`src/rtl/fifo_hex_uart_tx.sv`:
```
// Pops 4-bit samples from a show-ahead FIFO and sends each as an ASCII hex character over 8N1 UART.
// Define HEX_UART_CRLF_EN to follow every hex character with CR and LF frames.
module fifo_hex_uart_tx #(
    parameter int unsigned CLKS_PER_BIT = 434,
    parameter int unsigned COUNT_WIDTH  = 8
) (
    input  logic                   clk,
    input  logic                   reset_n,
    input  logic                   enable,
    input  logic                   fifo_empty,
    input  logic [3:0]             fifo_data,
    output logic                   fifo_pop,
    output logic                   tx,
    output logic                   busy,
    output logic                   tx_done,
    output logic [COUNT_WIDTH-1:0] char_count
);

    localparam int unsigned BAUD_W = $clog2(CLKS_PER_BIT);
    localparam logic [BAUD_W-1:0] BAUD_LAST = BAUD_W'(CLKS_PER_BIT - 1);

    typedef enum logic [2:0] {
        IDLE,
        START,
        DATA,
`ifdef HEX_UART_CRLF_EN
        STOP,
        SEL_NEXT
`else
        STOP
`endif
    } state_t;

    state_t                 state_q;
    logic [BAUD_W-1:0]      baud_q;
    logic [2:0]             bit_q;
    logic [7:0]             shift_q;
    logic                   tx_q;
    logic                   pop_q;
    logic                   busy_q;
    logic                   done_q;
    logic [COUNT_WIDTH-1:0] count_q;
`ifdef HEX_UART_CRLF_EN
    logic [1:0]             grp_q;
`endif

    logic can_start;
    logic bit_end;

    assign can_start = enable && !fifo_empty;
    assign bit_end   = (baud_q == BAUD_LAST);

    function automatic logic [7:0] hex_ascii(input logic [3:0] n);
        if (n < 4'd10) begin
            return 8'h30 + {4'h0, n};
        end
        return 8'h37 + {4'h0, n};
    endfunction

    // The pop decision is registered one cycle ahead so that fifo_pop and busy
    // rise together in the pop cycle; the head is captured as that cycle ends.
    always_ff @(posedge clk or negedge reset_n) begin
        if (!reset_n) begin
            state_q <= IDLE;
            baud_q  <= '0;
            bit_q   <= '0;
            shift_q <= '0;
            tx_q    <= 1'b1;
            pop_q   <= 1'b0;
            busy_q  <= 1'b0;
            done_q  <= 1'b0;
            count_q <= '0;
`ifdef HEX_UART_CRLF_EN
            grp_q   <= '0;
`endif
        end else begin
            pop_q  <= 1'b0;
            done_q <= 1'b0;
            case (state_q)
                IDLE: begin
                    baud_q <= '0;
                    bit_q  <= '0;
                    if (pop_q) begin
                        shift_q <= hex_ascii(fifo_data);
                        tx_q    <= 1'b0;
                        state_q <= START;
`ifdef HEX_UART_CRLF_EN
                        grp_q   <= '0;
`endif
                    end else begin
                        pop_q  <= can_start;
                        busy_q <= can_start;
                        tx_q   <= 1'b1;
                    end
                end
                START: begin
                    if (bit_end) begin
                        baud_q  <= '0;
                        tx_q    <= shift_q[0];
                        state_q <= DATA;
                    end else begin
                        baud_q <= baud_q + BAUD_W'(1);
                    end
                end
                DATA: begin
                    if (bit_end) begin
                        baud_q <= '0;
                        if (bit_q == 3'd7) begin
                            bit_q   <= '0;
                            tx_q    <= 1'b1;
                            state_q <= STOP;
                        end else begin
                            bit_q   <= bit_q + 3'd1;
                            shift_q <= {1'b0, shift_q[7:1]};
                            tx_q    <= shift_q[1];
                        end
                    end else begin
                        baud_q <= baud_q + BAUD_W'(1);
                    end
                end
                STOP: begin
                    if (bit_end) begin
                        baud_q <= '0;
`ifdef HEX_UART_CRLF_EN
                        if (grp_q != 2'd2) begin
                            state_q <= SEL_NEXT;
                        end else begin
                            state_q <= IDLE;
                            done_q  <= 1'b1;
                            count_q <= count_q + COUNT_WIDTH'(1);
                            pop_q   <= can_start;
                            busy_q  <= can_start;
                        end
`else
                        state_q <= IDLE;
                        done_q  <= 1'b1;
                        count_q <= count_q + COUNT_WIDTH'(1);
                        pop_q   <= can_start;
                        busy_q  <= can_start;
`endif
                    end else begin
                        baud_q <= baud_q + BAUD_W'(1);
                    end
                end
`ifdef HEX_UART_CRLF_EN
                // Single tx-high gap cycle that loads CR, then LF, without popping.
                SEL_NEXT: begin
                    baud_q  <= '0;
                    shift_q <= (grp_q == 2'd0) ? 8'h0D : 8'h0A;
                    grp_q   <= grp_q + 2'd1;
                    tx_q    <= 1'b0;
                    state_q <= START;
                end
`endif
                default: begin
                    state_q <= IDLE;
                    tx_q    <= 1'b1;
                    busy_q  <= 1'b0;
                end
            endcase
        end
    end

    assign fifo_pop   = pop_q;
    assign tx         = tx_q;
    assign busy       = busy_q;
    assign tx_done    = done_q;
    assign char_count = count_q;

endmodule
```
`config.mk`:
```
export PLATFORM = sky130hd
export DESIGN_NAME = fifo_hex_uart_tx
export DESIGN_NICKNAME = d
export VERILOG_FILES = /design/src/rtl/fifo_hex_uart_tx.sv
export SDC_FILE = /design/constraint.sdc
export NUM_CORES = 1
export LEC_CHECK = 0
export ABC_AREA = 1
export CAP_MARGIN = 5
export CORE_UTILIZATION = 50
export CTS_CLUSTER_SIZE = 14
export DETAILED_ROUTE_END_ITERATION = 12
export PLACE_DENSITY_LB_ADDON = 0.25
export SLEW_MARGIN = 20
export SYNTH_ARGS = -nofsm -noshare
export SYNTH_HDL_FRONTEND = slang
export SYNTH_SLANG_ARGS = --single-unit
export TNS_END_PERCENT = 100
```
`constraint.sdc`:
```
create_clock -name clk -period 1.5 [get_ports clk]
set_input_delay 0.3 -clock clk [delete_from_list [all_inputs] [get_ports clk]]
set_output_delay 0.3 -clock clk [all_outputs]
set_load 0.05 [all_outputs]
```
# Word level (Yosys, flattened, before mapping)
# Index checks and enable logic that the tools add are counted.
# totals
reg_bits	35
latch_bits	0
ramBits	0
rom_bits	0
input_bits	8
output_inout_bits	12
wordCells	75
mem_count	0
# classes
add_sub_neg	5
n_mul	0
div	0
n_lt_le_gt_ge	1
n_eq_ne	12
n_shift	0
mux	33
bitwise_logic	2
reduce_logical	13
# ops
op	count
8-bit two-way mux	5
3-bit two-way mux	7
9-bit case mux with 2 select lines	1
8-bit case mux with 2 select lines	1
6-bit by 4-bit adder with 7-bit output (first input constant)	2
2-bit inequality test (second input constant)	7
1-bit two-way mux	13
3-bit case mux with 4 select lines	1
9-bit by 1-bit adder with 9-bit output (second input constant)	1
9-bit equality test (second input constant)	1
9-bit two-way mux	1
8-bit by 1-bit adder with 8-bit output (second input constant)	1
3-bit by 2-bit equality test with 1-bit output (second input constant)	2
3-bit case mux with 2 select lines	1
3-bit AND reduction	2
5-bit AND reduction	1
4-bit less-than comparator (second input constant)	1
1-bit case mux with 4 select lines	1
2-bit AND reduction	2
4-bit AND reduction	1
2-bit nonzero test	2
3-bit by 1-bit adder with 3-bit output (second input constant)	1
3-bit by 1-bit equality test with 1-bit output (second input constant)	1
3-bit equality test (second input constant)	1
other kinds (8)	9

# Longest topological paths before layout
# Gate-level depths: netlist (run 1).
# depth
word_depth	7
depth_mapped	10
ltp_nobuf	10

# Worst setup path after synthesis (run 1)
# Ideal clock, no wire load.
# synth_path
kind	register -> register
from	reg state_q[0]
to	reg shift_q[5]
setup_ns	0.076
arrival_time_ns	1.394
required_ns	1.424
setup_slack_ns	0.029
path_stages_with_launch	11
n_path_buf	0
synth_period_minus_slack_ns	1.471
cell_sequence	dfrtp_1 -> inv_1 -> ha_1 -> inv_2 -> nor2_2 -> inv_2 -> o21ai_2 -> nand3_4 -> clkinv_2 -> nand2_1 -> o21ai_1
# synth_via
elab_chain_len	3
elab_cells_between_ends	8
cone_classes	eq/ne (4); mux (1); reduce/logical (3)
# synth_lines
element	line	source
start, declared	34	state_t state_q;
start signal, assigned	64	state_q <= IDLE;
start signal, assigned	86	state_q <= START;
start signal, assigned	100	state_q <= DATA;
3-bit by 2-bit equality test with 1-bit output or 3-bit zero test (tied branches)	79	case (state_q)
2-bit inequality test (no source line) or 2-bit nonzero test (tied branches)	--	
4-bit AND reduction (no source line)	--	
end signal, assigned	84	shift_q <= hex_ascii(fifo_data);
end signal, assigned	114	shift_q <= {1'b0, shift_q[7:1]};
end, declared	37	logic [7:0] shift_q;
# Parallel ways exist; a longest one is shown, timed or not.
# A chain may end at the register's enable or synchronous reset.

# Worst setup path after layout (run 1)
# layout_path
from	reg baud_q[1]
to	reg shift_q[5]
# layout_via
elab_chain_len	3
# layout_lines
element	line	source
start, declared	35	logic [BAUD_W-1:0] baud_q;
start signal, assigned	102	baud_q <= baud_q + BAUD_W'(1);
start signal, assigned	118	baud_q <= baud_q + BAUD_W'(1);
start signal, assigned	142	baud_q <= baud_q + BAUD_W'(1);
9-bit equality test	51	assign bit_end = (baud_q == BAUD_LAST);
2-bit inequality test (no source line)	--	
4-bit AND reduction (no source line)	--	
# Every way passes these cells.

==> results of run 1 <==
worst reg2reg max path: stages, from the launching register on:
cell      delay, ps
dfrtp_1         390
inv_2            80
ha_4            130
nand2_4          50
nor2_4          100
nand2_4         100
nand2_2         170
nand3_4         140
clkinv_4         90
nand2_2          40
o21ai_1          80
cell usage after synthesis:
cell | number | share of area
nand2_1 | 65 | 0.13
dfrtp_1 | 32 | 0.43
inv_1 | 23 | 0.046
o21ai_1 | 14 | 0.037
nand3_1 | 13 | 0.035
ha_1 | 12 | 0.080
o21ai_0 | 10 | 0.027
nor2_1 | 8 | 0.016
a21oi_1 | 7 | 0.019
inv_2 | 6 | 0.012
xor2_1 | 6 | 0.028
nand4_1 | 4 | 0.013
xnor2_1 | 4 | 0.019
nor3_1 | 3 | 0.0080
o22ai_1 | 3 | 0.010
nand2_2 | 2 | 0.0067
nor2_2 | 2 | 0.0067
nor2_4 | 2 | 0.012
a31oi_1 | 1 | 0.0033
buf_2 | 1 | 0.0027
buf_6 | 1 | 0.0060
clkinv_2 | 1 | 0.0027
dfstp_2 | 1 | 0.014
nand2_4 | 1 | 0.0060
nand3_4 | 1 | 0.0093
o21ai_2 | 1 | 0.0047
o31ai_1 | 1 | 0.0040
or2_2 | 1 | 0.0033
or3b_2 | 1 | 0.0047
xor2_2 | 1 | 0.0087
metrics by stage:
step / power [mW] / TNS [ps] / instances / hold WS [ps]
after CTS: 4.02 / 0 / 325 / 396
final: 4.37 / 0 / 329 / 385
after detailed placement: 3.21 / -686 / 314 / 472
after global placement: 3.14 / -209 / 314 / 459
after global routing: 4.67 / -497 / 329 / 416
after floorplan: 2.46 / 0 / 228 / 4.41
worst paths after layout:
path	start	endpoint	slack (ps)	cells past startpoint
min	reset_n	baud_q[5]	390	2
max in group asynchronous	reset_n	tx	880	2
min in group clk	shift_q[3]	shift_q[3]	490	2
min reg2reg	shift_q[3]	shift_q[3]	490	2
max	baud_q[1]	shift_q[5]	50	10
max reg2reg	baud_q[1]	shift_q[5]	50	10
logic make-up (layout without fill, tap and decap cells):
group,count (synthesis),in the layout
AO/OA/AOI/OAI,37,37
AND/OR/NAND/NOR,103,104
buffers and inverters,32,86
XOR/XNOR,11,11
flip-flops,33,33
adder cells (fa/ha/maj),12,12
metal layers:
metal / vias to the layer above / GRT usage
met3: 8 / 0.0435
met2: 26 / 0.395
met4: 0 / 0.102
met1: 819 / 0.273
met5: - / 0
li1: 846 / -
report_power, final:
group	switching [mW]	leakage, nW	internal [mW]
Combinational	1.34	0.835	1.06
Clock	0.323	0.0443	0.364
Sequential	0.169	0.437	1.12
Total	1.83	1.32	2.54
layout make-up:
class                   count  area, um^2  share of cell area
flip-flops and latches     33         828               0.305
clock buffers               7        86.3              0.0318
well taps                  46        57.6              0.0212
multi-input cells         164        1050               0.388
inverters                  30         118              0.0433
repair buffers             49         572               0.211
state kept, by name (all words and copies together), names as in the netlist:
signal      count
baud_q          9
bit_q           3
busy            1
char_count      8
fifo_pop        1
shift_q         7
state_q         2
tx              1
tx_done         1
timing repair:
item,in CTS,in global routing
resized for setup,5,32
hold buffers,0,0
pin swaps,3,9
endpoints found under the setup margin,14,28
cloned,1,0
setup buffers,3,4
hold endpoints to repair,0,0
==> flow_metrics.tcl, run 1 <==
set metrics [dict create \
    status "finished, final reports clean" \
    fmax_ghz 0.689 \
    crit_path_cell_trace "inv_2 -> ha_4 -> nand2_4 -> nor2_4 -> nand2_4 -> nand2_2 -> nand3_4 -> clkinv_4 -> nand2_2 -> o21ai_1" \
    final_layout_size_suffix_gt1_frac 0.325 \
    layout_commonest_cell "nand2_1" \
    wl_mm 4.37 \
    min_period_over_period 0.968 \
    synth_fp_nets 248 \
    p_per_area_nw_per_um2 1610 \
    utilization 0.782 \
    clock_latency_ps 290 \
    cp_top_family "simple AND/OR/NAND/NOR gates" \
    met2WireLength_mm 2.23 \
    fp.dieH_um 63.3 \
    cp.arrival_ps 1660 \
    yosys.area_share.xor_xnor 0.0553 \
    syn-cell-area_um2 1880 \
    boundaryPins 20 \
    setup_viol 0 \
    finalHoldViolCount 0 \
    cp-end-kind "flop" \
    met3_length_um 105 \
    grt_max_degree 34 \
    worstSetupStartpointType "flop" \
    dp.final_hpwl_mm 2.93 \
    cts_tree "done" \
    ir_drop_mv 1.01 \
    ys.warnings.count 0 \
    synth_compound_gate_area_share 0.105 \
    hold_path_class "primary input to asynchronous set/reset pin" \
    clock_path_buffers 2 \
    synthToLayoutAreaGrowth_pct 44.5 \
    worst_ep_required_time_ps 1700 \
    place_congestion 0.807 \
    cts.sinks 33 \
    min_period_ps 1450 \
    grt_pass1_vias 1596 \
    final_cell_area_um2 2710 \
    path_class "flop to flop" \
    grt.overflow.total 0 \
    grt_usage 0.228 \
    layout.nets 303 \
    synth-seq-cells 33 \
    vias_per_cell 5.16 \
    yosys.area_share.simple 0.250 \
    drv_cap 0 \
    rsz0062_at_grt "true" \
    slew_headroom 0.820 \
    fin_skew_ps 8.69 \
    postRouteAntennaNets 0 \
    start_util 0.541 \
    via_count 1699 \
    drt-met1-wl_mm 1.97 \
    path_clk_slew_ps 70 \
    final_cell_mix "nand2_1, dfrtp_1, buf_4" \
    worst_slack_ps 48.0 \
    worst_slew_pin_slew_ps 268 \
    top_layer_used "met4" \
    grt_pass1_wl_mm 6.94 \
    dr.pass1.iters 4 \
    diodes 0 \
    ys_types 30 \
    rows 21 \
    synthMuxAreaShare 0 \
    wl_per_cell_um 13.3 \
    tritoncts.num_buffers 5 \
    fill_cells 222 \
    dieWidth_um 63.3 \
    worst-path-max-fanout 6 \
    cpPeakStageDelay_ps 390 \
    syn_avg_cell_area_um2 8.24 \
    drv_slew 0 \
    cts_root_buffer "clkbuf_8" \
    drc 0 \
    die-area_um2 4000 \
    ys_seq_area_frac 0.440 \
    synth_top_family_by_area "simple AND/OR/NAND/NOR gates" \
    h-tree-depth 2 \
    antenna_found_initial 0 \
    drtIter0Drc 59 \
    leakage_nw 1.32 \
    synth_adder_area_share 0.0799 \
    port_buffers 19 \
    syn_inst 228 \
    dpl-instance-area_um2 2410 \
    crit_buf_inv 2 \
    core_area_um2 3470 \
    cp_slowest_cell "dfrtp_1" \
    preCtsSetupSlack_ps -143 \
]
Power figures use the tool's default switching activity.
==> run 2: changes to the inputs <==
--- a/config.mk
+++ b/config.mk
@@ -7,10 +7,11 @@
 export LEC_CHECK = 0
 export ABC_AREA = 1
 export CAP_MARGIN = 5
-export CORE_UTILIZATION = 50
+export CORE_UTILIZATION = 60
 export CTS_CLUSTER_SIZE = 14
 export DETAILED_ROUTE_END_ITERATION = 12
 export PLACE_DENSITY_LB_ADDON = 0.25
+export SETUP_SLACK_MARGIN = 0.15
 export SLEW_MARGIN = 20
 export SYNTH_ARGS = -nofsm -noshare
 export SYNTH_HDL_FRONTEND = slang
==> constraint.sdc (replaced) <==
create_clock -name clk -period 1.8 [get_ports clk]
set_input_delay 0.36 -clock clk [delete_from_list [all_inputs] [get_ports clk]]
set_output_delay 0.36 -clock clk [all_outputs]
set_load 0.05 [all_outputs]
==> flow_metrics.tcl, run 2 (synthesized netlist as in run 1, its figures left out) <==
set metrics [dict create \
    start_util 0.658 \
    grt_usage 0.250 \
    rows 19 \
    slew_headroom 0.604 \
    cts_tree "done" \
    grt_pass1_vias 1449 \
    layout.nets 282 \
    status "finished with violations" \
    hold_path_class "primary input to asynchronous set/reset pin" \
    cp_slowest_cell "dfrtp_1" \
    dpl-instance-area_um2 2110 \
    drv_slew 0 \
    fp.dieH_um 57.9 \
    top_register "baud_q" \
    worst_ep_required_time_ps 2040 \
    comb_power_share 0.499 \
    synthToLayoutAreaGrowth_pct 18.6 \
    place_congestion 0.835 \
    drtIter0Drc 65 \
    dr.pass1.iters 8 \
    dieWidth_um 57.9 \
    path_clk_slew_ps 100 \
    dp.final_hpwl_mm 2.70 \
    layout_commonest_cell "nand2_1" \
    final_layout_size_suffix_gt1_frac 0.210 \
    cts_root_buffer "clkbuf_4" \
    utilization 0.781 \
    power_frac_seq 0.358 \
    worst-path-max-fanout 5 \
    final_cell_mix "nand2_1, dfrtp_1, inv_1" \
    cts.sinks 33 \
    worst_slew_pin_slew_ps 587 \
    violations "DRC" \
    cp-end-kind "flop" \
    largest_reg_flops 9 \
    vias_per_cell 5.37 \
    fin_total_pwr_mw 2.97 \
    final_cell_area_um2 2230 \
    crit_start "bit_q[0]" \
    boundaryPins 20 \
    p_clk_frac 0.143 \
    min_period_over_period 0.909 \
    tritoncts.num_buffers 5 \
    antenna_found_initial 0 \
    wl_per_cell_um 13.0 \
    wl_mm 3.82 \
    grt_max_degree 25 \
    fin_hold_ws_ps 364 \
    drv_cap 0 \
    fmax_ghz 0.611 \
    grt.overflow.total 0 \
    h-tree-depth 2 \
    p_switching_mw 1.32 \
    switching_share 0.445 \
    p_int_mw 1.65 \
    finalHoldViolCount 0 \
    fin_cells 293 \
    dp_cells 281 \
    setup_viol 0 \
    grt_pass1_wl_mm 6.25 \
    timing.rr.start "bit_q[0]" \
    clock_path_buffers 2 \
    rsz0062_at_grt "true" \
    via_count 1574 \
    postRouteAntennaNets 0 \
    crit_path_cell_trace "ha_1 -> ha_1 -> nor2_2 -> inv_2 -> o21ai_2 -> nand3_4 -> clkinv_2 -> nand2_1 -> o21ai_1" \
    diodes 0 \
    preCtsSetupSlack_ps 36.7 \
    port_buffers 19 \
    drc 1 \
    path_class "flop to flop" \
    p_per_area_nw_per_um2 1330 \
    ir_drop_mv 0.968 \
    core_area_um2 2850 \
    clock_latency_ps 330 \
    finalSetupTns_ps 0 \
    fin_skew_ps 10.5 \
    crit_top_cell "ha_1" \
    cp.arrival_ps 1880 \
    min_period_ps 1640 \
    die-area_um2 3360 \
    leakage_nw 1.14 \
    cpPeakStageDelay_ps 390 \
    worst_slack_ps 164 \
    worstSetupStartpointType "flop" \
]
[run 2: cell types whose count changed in the layout (fill, tap and decap cells not counted), moves of 4 or more]
cell	previous run	this run
ha_2	4	0
nand2_1	61	65
buf_12	14	1
ha_1	5	11
clkbuf_8	6	1
clkbuf_4	0	5
buf_4	25	20
[run 2: what timing repair did]
item / 4_1_cts / 5_1_grt
resized for setup: 1 / 7
gates cloned: 0 / 1
setup endpoints to repair: 1 / 15
hold buffers: 0 / 0
pin swaps: 0 / 2
setup buffers: 0 / 4
hold endpoints to repair: 0 / 0
[run 2: worst max-delay path: cells and delay by family, from the launching register on]
family	cells	cell delay, ps
fa+ha+maj	2	410
flops	1	390
simple gates	3	340
compound gates	2	210
buf+inv	2	170
[run 2: final timing paths]
| kind | slack [ps] | cells past startpoint | end |
|---|---|---|---|
| max in group asynchronous | 910 | 2 | state_q[1] |
| hold reg to reg | 480 | 2 | tx |
| min in group clk | 480 | 2 | tx |
| hold / removal | 360 | 1 | baud_q[6] |
| setup reg to reg | 160 | 9 | shift_q[5] |
| setup / recovery | 160 | 9 | shift_q[5] |
[run 2: per-layer routing]
layer  GRT usage  vias to the layer above  part of all wire
li1            -                      805                 -
met3      0.0692                        9             0.045
met5           0                        -                 0
met1       0.319                      731              0.47
met4       0.112                        0             0.021
met2       0.397                       29              0.46
[run 2: layout make-up]
class	count	area [um^2]
Multi-Input combinational cell	164	950
Sequential cell	33	830
Fill cell	206	626
Timing Repair Buffer	28	240
Inverter	30	114
Clock buffer	7	55.1
Tap cell	31	38.8
[run 2: power by group through the flow]
stage	Combinational, mW	Sequential, mW	Clock [mW]
floorplan	0.908	1.14	0
detailed placement	1.33	1.08	0
finish	1.48	1.06	0.425
global route	1.66	1.08	0.464
global placement	1.30	1.07	0
CTS	1.34	1.06	0.439
==> variant (flow settings as in run 1) <==
Put one more register stage on the output `tx`, with the module's reset. The value now appears one clock later. The other outputs are not delayed to match. Comments in the files are not updated.
--- a/src/rtl/fifo_hex_uart_tx.sv
+++ b/src/rtl/fifo_hex_uart_tx.sv
@@ -162,7 +162,13 @@
     end
 
     assign fifo_pop   = pop_q;
-    assign tx         = tx_q;
+    always_ff @(posedge clk or negedge reset_n) begin
+        if (!reset_n) begin
+            tx <= '0;
+        end else begin
+            tx <= tx_q;
+        end
+    end
     assign busy       = busy_q;
     assign tx_done    = done_q;
     assign char_count = count_q;
Check against the original RTL: not equivalent (Yosys sat finds a counterexample within 4 cycles, from zero or initial values and one cycle with reset_n low).
==> variant against run 1 <==
Die area up 3.2%. Design area down 0.74%. Critical path depth down 1. Power down 2.4%. Worst setup slack worse by 0.046 ns. Synthesized area up 3.3%. Sequential cell count up 1. Sequential power up 3%. Wire length down 9.0%. Critical endpoint is now char_count[4]. Largest cell class unchanged. Highest routed layer unchanged.
==> variant: results (changes against run 1) <==
- Prevailing post-synth register cell: dfrtp_1 (unchanged)
- First-pass GRT wire length: 6.789 mm (was 6.941 mm)
- RePlAce Congestion: 0.8814 (was 0.8069)
- Post-Place Cell Area: 0.002464 sq mm (was 0.002415 sq mm)
- Synth unique cells: 29 (was 30)
- XOR/XNOR Fraction of Synth Area: 5.355% (was 5.530%)
- IO Port Bufs: 19 (unchanged)
- Synth Area in Compound Gates: 9.935% (was 10.46%)
- Synth top area cells: dfrtp_1, nand2_1, ha_1 (unchanged)
- Clk slew on worst S/H paths: 0.07 ns (about the same)
- R2R depth: 9 (was 10)
- Synth top cells by count: nand2_1, dfrtp_1, inv_1 (unchanged)
- Final WL: 3.979 mm (was 4.372 mm)
- Antenna cells: 0 (unchanged)
- Worst Skew: 0.009067 ns (was 0.008690 ns)
- Total GRT Usage: 21.19% (was 22.82%)
- Rel. slew slack: 79.32% (was 81.97%)
- Worst IR Drop VDD: 922.5 uV (was 1006 uV)
- Max reg flops: 9 (unchanged)
- Post-Syn Nets: 249 (was 248)
- Slowest cell on the critical path: dfrtp_1 (unchanged)
- Share of layout cells above drive strength 1: 31.79% (was 32.51%)
- Sw frac: 41.15% (was 41.86%)
- R2r setup slk: 0.002 ns (was 0.05 ns)
- Post-Synth Adder-Cell Area: 7.742% (was 7.995%)
- Critical R2R Launch: baud_q[1] (unchanged)
- Worst Path Arrival: 1.69 ns (was 1.66 ns)
- Status: completed (unchanged)
- Seq/Total Area, Yosys: 43.94% (was 44.04%)
- Crit path from: baud_q[1] (unchanged)
- Largest net degree at the start of global routing: 35 (was 34)
- Leak: 1.308 nW (was 1.316 nW)
- Total CTS buffers: 5 (unchanged)
- Post-synthesis mux area share: 0% (unchanged)
- Worst-path maximum fanout: 7 (was 6)
- Vias: 1630 (was 1699)
- FF-to-FF End: char_count[4] (was shift_q[5])
- Final nets: 299 (was 303)
- DR iter-0 viols: 77 (was 59)
- Dpl hpwl: 2.866 mm (was 2.927 mm)
- Most flop-heavy register: baud_q (unchanged)
==> variant: power groups by stage <==
stage	Clock, mW	Sequential, mW	Combinational [mW]
6_report	0.680	1.33	2.25
5_1_grt	0.737	1.35	2.48
4_1_cts	0.703	1.30	2.09
3_5_place_dp	0	1.32	1.97
3_3_place_gp	0	1.31	1.93
2_1_floorplan	0	1.41	1.19
==> variant: kinds of logic after synthesis <==
| family | Yosys count |
|---|---|
| xor gates and xnor gates | 11 |
| DFF | 34 |
| buffers and inverters | 33 |
| and+or+nand+nor | 105 |
| adders and majority gates | 12 |
| AOI/OAI and AO/OA | 34 |
==> variant: layout make-up <==
class | count | area [sq um]
fillers | 268 | 994.7
flip-flops and latches | 34 | 853.3
well taps | 48 | 60.06
clock buffers | 8 | 90.09
repair buffers | 45 | 525.5
multi-input cells | 163 | 1051
inverters | 30 | 113.9
==> variant: timing repair <==
item,CTS,global route
gates resized for setup,5,35
endpoints found under the hold margin,0,0
endpoints found under the setup margin,14,29
buffers inserted,0,3
pin swaps,1,9
gates cloned,1,0
==> variant: routing by layer <==
layer	GRT usage, %	vias to the layer above	share of wire (%)
met1	26.57	751	47
met2	34.87	28	49
met5	0	-	0
met4	10.00	0	1.8
li1	-	843	-
met3	4.107	8	2.6
==> variant: how the worst max path moves through the flow <==
| stage | cells after the start | to | slack (ns) |
|---|---|---|---|
| 2_1_floorplan | 8 | shift_q[5] | 0.02 |
| 3_3_place_gp | 8 | shift_q[2] | -0.03 |
| 3_5_place_dp | 8 | shift_q[2] | -0.04 |
| 4_1_cts | 8 | char_count[0] | 0.01 |
| 5_1_grt | 8 | char_count[2] | -0.08 |
| 6_report | 9 | char_count[4] | 0.002 |
==> variant: per-stage QoR <==
| stage | power [mW] | hold slack (ns) | worst slack (ns) | cells |
|---|---|---|---|---|
| after floorplan | 2.599 | 0.004409 | 0.02234 | 229 |
| after global placement | 3.238 | 0.3932 | -0.02988 | 316 |
| after detailed placement | 3.287 | 0.3952 | -0.03952 | 316 |
| after CTS | 4.095 | 0.3930 | 0.01148 | 325 |
| after global routing | 4.574 | 0.4127 | -0.07523 | 328 |
| final | 4.261 | 0.3899 | 0.001548 | 328 |
==> variant: worst register-to-register path: cells and delay by family (launching register included) <==
family          cells  cell delay, ns
simple gates        5            0.54
fa+ha+maj           1            0.15
buf+inv             2            0.25
compound gates      1            0.07
flops               1            0.40
